==> config.mk <==
export PLATFORM = sky130hd
export DESIGN_NAME = ciaa_kbd_serial
export DESIGN_NICKNAME = d
export VERILOG_FILES = /design/src/rtl/ciaa_kbd_pkg.sv /design/src/rtl/ciaa_kbd_fifo.sv /design/src/rtl/ciaa_kbd_serial.sv
export SDC_FILE = /design/constraint.sdc
export NUM_CORES = 1
export LEC_CHECK = 0
export ABC_CLOCK_PERIOD_IN_PS = 2300
export BUFFER_PORTS_ARGS = -buffer_cell sky130_fd_sc_hd__buf_2
export CORE_MARGIN = 3
export CORE_UTILIZATION = 60
export DETAILED_ROUTE_END_ITERATION = 6
export PLACE_DENSITY = 0.84
export SLEW_MARGIN = 30
export SYNTH_ARGS = -nofsm -noshare
export SYNTH_HDL_FRONTEND = slang
export SYNTH_SLANG_ARGS = --single-unit
==> constraint.sdc <==
create_clock -name clk -period 2.3 [get_ports clk]
set_clock_uncertainty 0.15 [all_clocks]
set_input_delay 0.23 -clock clk [delete_from_list [all_inputs] [get_ports clk]]
set_output_delay 0.23 -clock clk [all_outputs]
set_load 0.01 [all_outputs]
==> src/rtl/ciaa_kbd_pkg.sv <==
`default_nettype none
// ============================================================================
//  Module      : ciaa_kbd_pkg
//  Description : Shared definitions for the Amiga keyboard serial stage:
//                protocol key codes, FSM state encoding and the serial
//                byte encoder (rotate left one bit, then invert).
//  Revision    : 1.0 - initial release
// ============================================================================
package ciaa_kbd_pkg;

    // Protocol codes emitted by the keyboard side on its own
    localparam logic [7:0] KC_PWRUP_START = 8'hFD;
    localparam logic [7:0] KC_PWRUP_END   = 8'hFE;
    localparam logic [7:0] KC_LOSTSYNC    = 8'hF9;

    typedef enum logic [2:0] {
        ST_PWR_FD  = 3'd0,
        ST_PWR_FE  = 3'd1,
        ST_IDLE    = 3'd2,
        ST_SEND    = 3'd3,
        ST_HS_WAIT = 3'd4,
        ST_HS_LOW  = 3'd5,
        ST_TMO     = 3'd6
    } kbd_state_t;

    // The keyboard shifts bit 6 out first and bit 7 last, active low
    function automatic logic [7:0] amiga_ser_enc(input logic [7:0] code);
        return ~{code[6:0], code[7]};
    endfunction

endpackage
`default_nettype wire

==> src/rtl/ciaa_kbd_fifo.sv <==
`default_nettype none
// ============================================================================
//  Module      : ciaa_kbd_fifo
//  Description : Synchronous 8-bit key-code FIFO, all updates on clk7_en.
//  Ports       : clk, clk7_en, reset  - clocking / synchronous reset
//                push, din            - write request and data (ignored when full)
//                pop                  - read request (ignored when empty)
//                dout                 - current head entry
//                full, empty          - occupancy flags
//  Revision    : 1.0 - initial release
// ============================================================================
module ciaa_kbd_fifo #(
    parameter int DEPTH = 4
) (
    input  logic       clk,
    input  logic       clk7_en,
    input  logic       reset,
    input  logic       push,
    input  logic [7:0] din,
    input  logic       pop,
    output logic [7:0] dout,
    output logic       full,
    output logic       empty
);

    localparam int             c_AW    = $clog2(DEPTH);
    localparam logic [c_AW:0]  c_DEPTH = (c_AW + 1)'(DEPTH);

    logic [7:0]      r_mem [DEPTH];
    logic [c_AW-1:0] r_wr_ptr;
    logic [c_AW-1:0] r_rd_ptr;
    logic [c_AW:0]   r_count;
    logic            w_do_push;
    logic            w_do_pop;

    assign full      = (r_count == c_DEPTH);
    assign empty     = (r_count == '0);
    assign w_do_push = push & ~full;
    assign w_do_pop  = pop & ~empty;
    // Head entry comes straight from the storage flops
    assign dout      = r_mem[r_rd_ptr];

    always_ff @(posedge clk) begin
        if (clk7_en && w_do_push) begin
            r_mem[r_wr_ptr] <= din;
        end
    end

    always_ff @(posedge clk) begin
        if (reset) begin
            r_wr_ptr <= '0;
            r_rd_ptr <= '0;
            r_count  <= '0;
        end else if (clk7_en) begin
            if (w_do_push) begin
                r_wr_ptr <= r_wr_ptr + 1'b1;
            end
            if (w_do_pop) begin
                r_rd_ptr <= r_rd_ptr + 1'b1;
            end
            // Simultaneous push and pop leaves the count unchanged
            if (w_do_push && !w_do_pop) begin
                r_count <= r_count + 1'b1;
            end else if (w_do_pop && !w_do_push) begin
                r_count <= r_count - 1'b1;
            end
        end
    end

endmodule
`default_nettype wire

==> src/rtl/ciaa_kbd_serial.sv <==
`default_nettype none
// ============================================================================
//  Module      : ciaa_kbd_serial
//  Description : Buffers Amiga raw key codes and hands them to the CIA-A SDR
//                in keyboard wire format, running the SPMODE handshake with
//                timeout / lost-sync recovery and the power-up $FD/$FE stream.
//  Ports       : clk, reset, clk7_en - clocking, synchronous reset, 7 MHz enable
//                keydat, keystrobe   - key code offered by the PS/2 decoder
//                keyack              - code accepted this tick (combinational)
//                spmode              - CIA-A CRA[6], high while CPU handshakes
//                sdr_data, sdr_load  - byte and one-tick load strobe to the SDR
//                busy                - byte in flight awaiting handshake
//  Revision    : 1.0 - initial release
// ============================================================================
module ciaa_kbd_serial
    import ciaa_kbd_pkg::*;
#(
    parameter int FIFO_DEPTH    = 4,
    parameter int HS_MIN_TICKS  = 64,
    parameter int TIMEOUT_TICKS = 1014000
) (
    input  logic       clk,
    input  logic       reset,
    input  logic       clk7_en,
    input  logic [7:0] keydat,
    input  logic       keystrobe,
    output logic       keyack,
    input  logic       spmode,
    output logic [7:0] sdr_data,
    output logic       sdr_load,
    output logic       busy
);

    localparam int               c_HS_W     = $clog2(HS_MIN_TICKS + 1);
    localparam logic [c_HS_W-1:0] c_HS_MIN  = c_HS_W'(HS_MIN_TICKS);
    localparam logic [19:0]      c_TMO_LAST = 20'(TIMEOUT_TICKS - 1);

    kbd_state_t        r_state;
    kbd_state_t        r_ret;
    logic [7:0]        r_cur;
    logic [19:0]       r_timer;
    logic [c_HS_W-1:0] r_hs_cnt;
    logic              r_pwr;       // byte in flight belongs to the power-up stream
    logic [7:0]        r_sdr_data;
    logic              r_sdr_load;
    logic              r_busy;

    logic              w_fifo_full;
    logic              w_fifo_empty;
    logic [7:0]        w_fifo_dout;
    logic              w_pop;

    assign keyack   = keystrobe & ~w_fifo_full;
    assign w_pop    = (r_state == ST_IDLE) & ~w_fifo_empty;
    assign sdr_data = r_sdr_data;
    assign sdr_load = r_sdr_load;
    assign busy     = r_busy;

    ciaa_kbd_fifo #(
        .DEPTH (FIFO_DEPTH)
    ) u_fifo (
        .clk     (clk),
        .clk7_en (clk7_en),
        .reset   (reset),
        .push    (keystrobe),
        .din     (keydat),
        .pop     (w_pop),
        .dout    (w_fifo_dout),
        .full    (w_fifo_full),
        .empty   (w_fifo_empty)
    );

    always_ff @(posedge clk) begin
        if (reset) begin
            r_state    <= ST_PWR_FD;
            r_ret      <= ST_IDLE;
            r_cur      <= 8'h00;
            r_timer    <= '0;
            r_hs_cnt   <= '0;
            r_pwr      <= 1'b0;
            r_sdr_data <= 8'h00;
            r_sdr_load <= 1'b0;
            r_busy     <= 1'b0;
        end else if (clk7_en) begin
            r_sdr_load <= 1'b0;
            unique case (r_state)
                ST_PWR_FD: begin
                    r_sdr_data <= amiga_ser_enc(KC_PWRUP_START);
                    r_sdr_load <= 1'b1;
                    r_timer    <= '0;
                    r_busy     <= 1'b1;
                    r_pwr      <= 1'b1;
                    r_ret      <= ST_PWR_FE;
                    r_state    <= ST_HS_WAIT;
                end
                ST_PWR_FE: begin
                    r_sdr_data <= amiga_ser_enc(KC_PWRUP_END);
                    r_sdr_load <= 1'b1;
                    r_timer    <= '0;
                    r_busy     <= 1'b1;
                    r_pwr      <= 1'b1;
                    r_ret      <= ST_IDLE;
                    r_state    <= ST_HS_WAIT;
                end
                ST_IDLE: begin
                    if (!w_fifo_empty) begin
                        r_cur   <= w_fifo_dout;
                        r_state <= ST_SEND;
                    end
                end
                ST_SEND: begin
                    r_sdr_data <= amiga_ser_enc(r_cur);
                    r_sdr_load <= 1'b1;
                    r_timer    <= '0;
                    r_busy     <= 1'b1;
                    r_pwr      <= 1'b0;
                    r_ret      <= ST_IDLE;
                    r_state    <= ST_HS_WAIT;
                end
                ST_HS_WAIT: begin
                    r_timer <= r_timer + 20'd1;
                    if (r_timer == c_TMO_LAST) begin
                        r_state <= ST_TMO;
                    end else if (spmode) begin
                        r_hs_cnt <= '0;
                        r_state  <= ST_HS_LOW;
                    end
                end
                ST_HS_LOW: begin
                    r_timer <= r_timer + 20'd1;
                    if (r_timer == c_TMO_LAST) begin
                        r_state <= ST_TMO;
                    end else if (!spmode) begin
                        // Short pulses are glitches; keep waiting on the same timer
                        if (r_hs_cnt >= c_HS_MIN) begin
                            r_busy  <= 1'b0;
                            r_state <= r_ret;
                        end else begin
                            r_state <= ST_HS_WAIT;
                        end
                    end else if (r_hs_cnt < c_HS_MIN) begin
                        r_hs_cnt <= r_hs_cnt + 1'b1;
                    end
                end
                ST_TMO: begin
                    r_sdr_load <= 1'b1;
                    r_timer    <= '0;
                    r_state    <= ST_HS_WAIT;
                    if (r_pwr) begin
                        // Power-up bytes are simply repeated, return path unchanged
                        r_sdr_data <= (r_ret == ST_PWR_FE) ? amiga_ser_enc(KC_PWRUP_START)
                                                           : amiga_ser_enc(KC_PWRUP_END);
                    end else begin
                        // Lost sync, then resend r_cur via SEND
                        r_sdr_data <= amiga_ser_enc(KC_LOSTSYNC);
                        r_ret      <= ST_SEND;
                    end
                end
                default: begin
                    r_state <= ST_PWR_FD;
                end
            endcase
        end
    end

endmodule
`default_nettype wire

==> impl_metrics.tcl <==
set metrics [dict create \
    status "completed" \
    core-area_um2 6420 \
    worst_ep_arrival_time_ps 2310 \
    setup_tns_ps 0 \
    vias 3023 \
    finalSetupViolCount 0 \
    setup_ws_ps 71.6 \
    cts_setup_buffers 0 \
    r2r-end "u_fifo.r_count[1]$_SDFFE_PP0P_" \
    crit_path_top_delay_cell "fa_1" \
    final_area_um2 4530 \
    synth-edff-count 32 \
    netlist.area_leader.share_pct 28.9 \
    final_cell_mix "60 x nor2_1, 55 x dfxtp_1, 32 x edfxtp_1" \
    grt_max_degree 29 \
    postPlaceCellArea_um2 4230 \
    syn_area_um2 4020 \
    clkTransAtPathRegs_ps 90 \
    grt_pass1_wl_um 13600 \
    clk_latency_ps 360 \
    r2r-start "r_state[0]$_SDFFE_PP0P_" \
    syn_to_final_growth_pct 12.7 \
    path_cells "nand2b_1 > or3_1 > ha_2 > inv_1 > fa_1 > mux2i_1 > nor2_1" \
    synth-seq-cells 90 \
    grt-ovfl-total 0 \
    avgViaCountPerCell 6.08 \
    hold_path_class "in -> reg" \
    grt.total_usage_pct 23.0 \
    synthCells 380 \
    drive_above_1_share_pct 17.9 \
    avgSynthCellArea_um2 10.6 \
    tritoncts "done" \
    wl_per_cell_um 17.0 \
    reg2reg_slack_ps 70 \
    place_hpwl_um 5580 \
    whs_ps 57.8 \
    setup.worst_path.class "reg -> reg" \
    synth.distinct_cells 56 \
    async_flop_share_pct 0 \
    placedCellCount 473 \
    detail-route-antenna-nets 0 \
    hold_viol 0 \
    insertedDiodeCount 0 \
    irDropWorstVdd_v 0.000591 \
    period_minus_slack_ps 2230 \
    drt_wl_total_um 8440 \
    gp_congestion 0.886 \
    ctsHtreeMaxLevel 3 \
    drc_errors 0 \
    finalNonFillerCells 497 \
    synth_flop_cell "dfxtp_1" \
    maxCapViolCount 0 \
    grt_pass1_vias 2840 \
    max_freq_mhz 449 \
    final_core_utilization_pct 70.5 \
    synth_seq_area_share_pct 52.8 \
    reg2regPathDepth 7 \
    root_buffer "clkbuf_8" \
    slew_violations 0 \
    rsz0062_at_grt "no" \
    crit_fanout 5 \
    final-seq-area_um2 2130 \
    rows 29 \
    fin_nets 436 \
    multi_input_area_um2 1780 \
    ys_warn_count 0 \
    worst-slew-pin-transition_ps 546 \
    p_total_mw 3.02 \
    die_h_um 87.8 \
    yosys.area.top_type "dfxtp_1" \
    worstSetupStartpoint "r_state[0]$_SDFFE_PP0P_" \
    start_util_pct 62.6 \
    cp.required_ps 2380 \
    pre_cts_slack_ps 33.4 \
    io_buffers 23 \
    period_share_pct 96.9 \
    max_slew_margin_pct 62.6 \
    p_leak_nw 1.65 \
    p_per_area_nw_per_um2 666 \
    min_from "spmode" \
    die_area_um2 7720 \
    syn-num-nets 401 \
    clock_path_buffers 2 \
    cpPeakStageDelay_ps 440 \
    antenna_found_initial 0 \
    num-fill-cells 436 \
    die_x_um 87.8 \
    critPathCaptureType "flip-flop" \
    drt_pass1_iterations 5 \
    final_common_cell "nor2_1" \
    ios 24 \
    critPathLaunchType "flip-flop" \
    cp-endpoint "u_fifo.r_count[1]$_SDFFE_PP0P_" \
    clock-sinks 90 \
    cts_inserted_buffers 9 \
    synth_area_leaders "dfxtp_1 29%, edfxtp_1 24%, nor2_1 5.6%" \
    drtIter0Drc 178 \
]
## synthesized netlist by cell type (4+ instances only)
| cell type | count |
|---|---|
| inv_1 | 15 |
| o21ai_0 | 12 |
| buf_2 | 5 |
| mux2i_1 | 10 |
| clkbuf_1 | 9 |
| mux4_2 | 8 |
| nor4_1 | 4 |
| nand4_1 | 7 |
| nor3_1 | 10 |
| dfxtp_1 | 58 |
| xnor2_1 | 24 |
| ha_1 | 7 |
| and3_1 | 6 |
| nand2b_1 | 7 |
| nand2_1 | 18 |
| o2bb2ai_1 | 4 |
| a21oi_1 | 19 |
| edfxtp_1 | 32 |
| nand3_1 | 10 |
| xor2_1 | 5 |
| nor2_1 | 60 |
## how the worst min path moves through the flow
stage          depth (start not counted)  slack (ps)                            to
2_1_floorplan                          0         180  u_fifo.r_mem[0][0]$_DFFE_PP_
3_3_place_gp                           1         280      sdr_data[6]$_SDFFE_PP0P_
3_5_place_dp                           1         290      sdr_data[6]$_SDFFE_PP0P_
4_1_cts                                3          40      r_hs_cnt[2]$_SDFFE_PP0P_
5_1_grt                                3          70      r_hs_cnt[2]$_SDFFE_PP0P_
6_report                               3          60      r_hs_cnt[2]$_SDFFE_PP0P_
## power breakdown
| part | internal (mW) | total [mW] | switching [mW] |
|---|---|---|---|
| sequential | 1.68 | 1.72 | 0.0332 |
| combinational | 0.0946 | 0.229 | 0.134 |
| clock | 0.434 | 1.07 | 0.636 |
| total | 2.21 | 3.02 | 0.804 |
## worst max-delay path: cells and delay by family (launching register included)
kind                     cells  cell delay (ps)
flip-flops                   1              360
multiplexers                 1              250
AND/OR/NAND/NOR              3              630
adder cells (fa/ha/maj)      2              650
buffers and inverters        1               70
## cell families (layout without fill, tap and decap cells)
| family | count (synthesis) | count (layout) | share of synthesized area [%] |
|---|---|---|---|
| flops | 90 | 90 | 52.8 |
| fa+ha+maj | 8 | 8 | 2.68 |
| compound gates | 58 | 58 | 9.59 |
| xor+xnor | 29 | 29 | 6.32 |
| simple gates | 144 | 144 | 18.2 |
| buf+inv | 33 | 73 | 3.42 |
| mux | 18 | 18 | 6.97 |
## sequential cells by signal, indices dropped and copies added (netlist names)
name and flops:
u_fifo.r_mem 32, r_timer 20, r_cur 8, sdr_data 8
r_hs_cnt 7, r_state 3, u_fifo.r_count 3, r_ret 2
u_fifo.r_rd_ptr 2, u_fifo.r_wr_ptr 2, busy 1, r_pwr 1
sdr_load 1
## repair_timing
item,CTS,global route
endpoints found under the hold margin,32,0
setup endpoints to repair,1,2
gates resized for setup,1,6
hold buffers,8,0
## area by class of cell
type / instances / share of cell area [%]
clock inverters: 7 / 1.63
well taps: 77 / 2.13
multi-input cells: 257 / 39.2
flip-flops and latches: 90 / 46.9
clock buffers: 9 / 2.73
inverters: 15 / 1.24
repair buffers: 42 / 6.13
## routing by layer
layer | vias to the layer above | global-route usage (%) | wire length, um
met5 | - | 0 | 0
met4 | 0 | 9.34 | 193
met2 | 126 | 37.9 | 4260
li1 | 1441 | - | -
met1 | 1431 | 29.8 | 3510
met3 | 25 | 4.70 | 475
(Power assumes the default switching activity.)
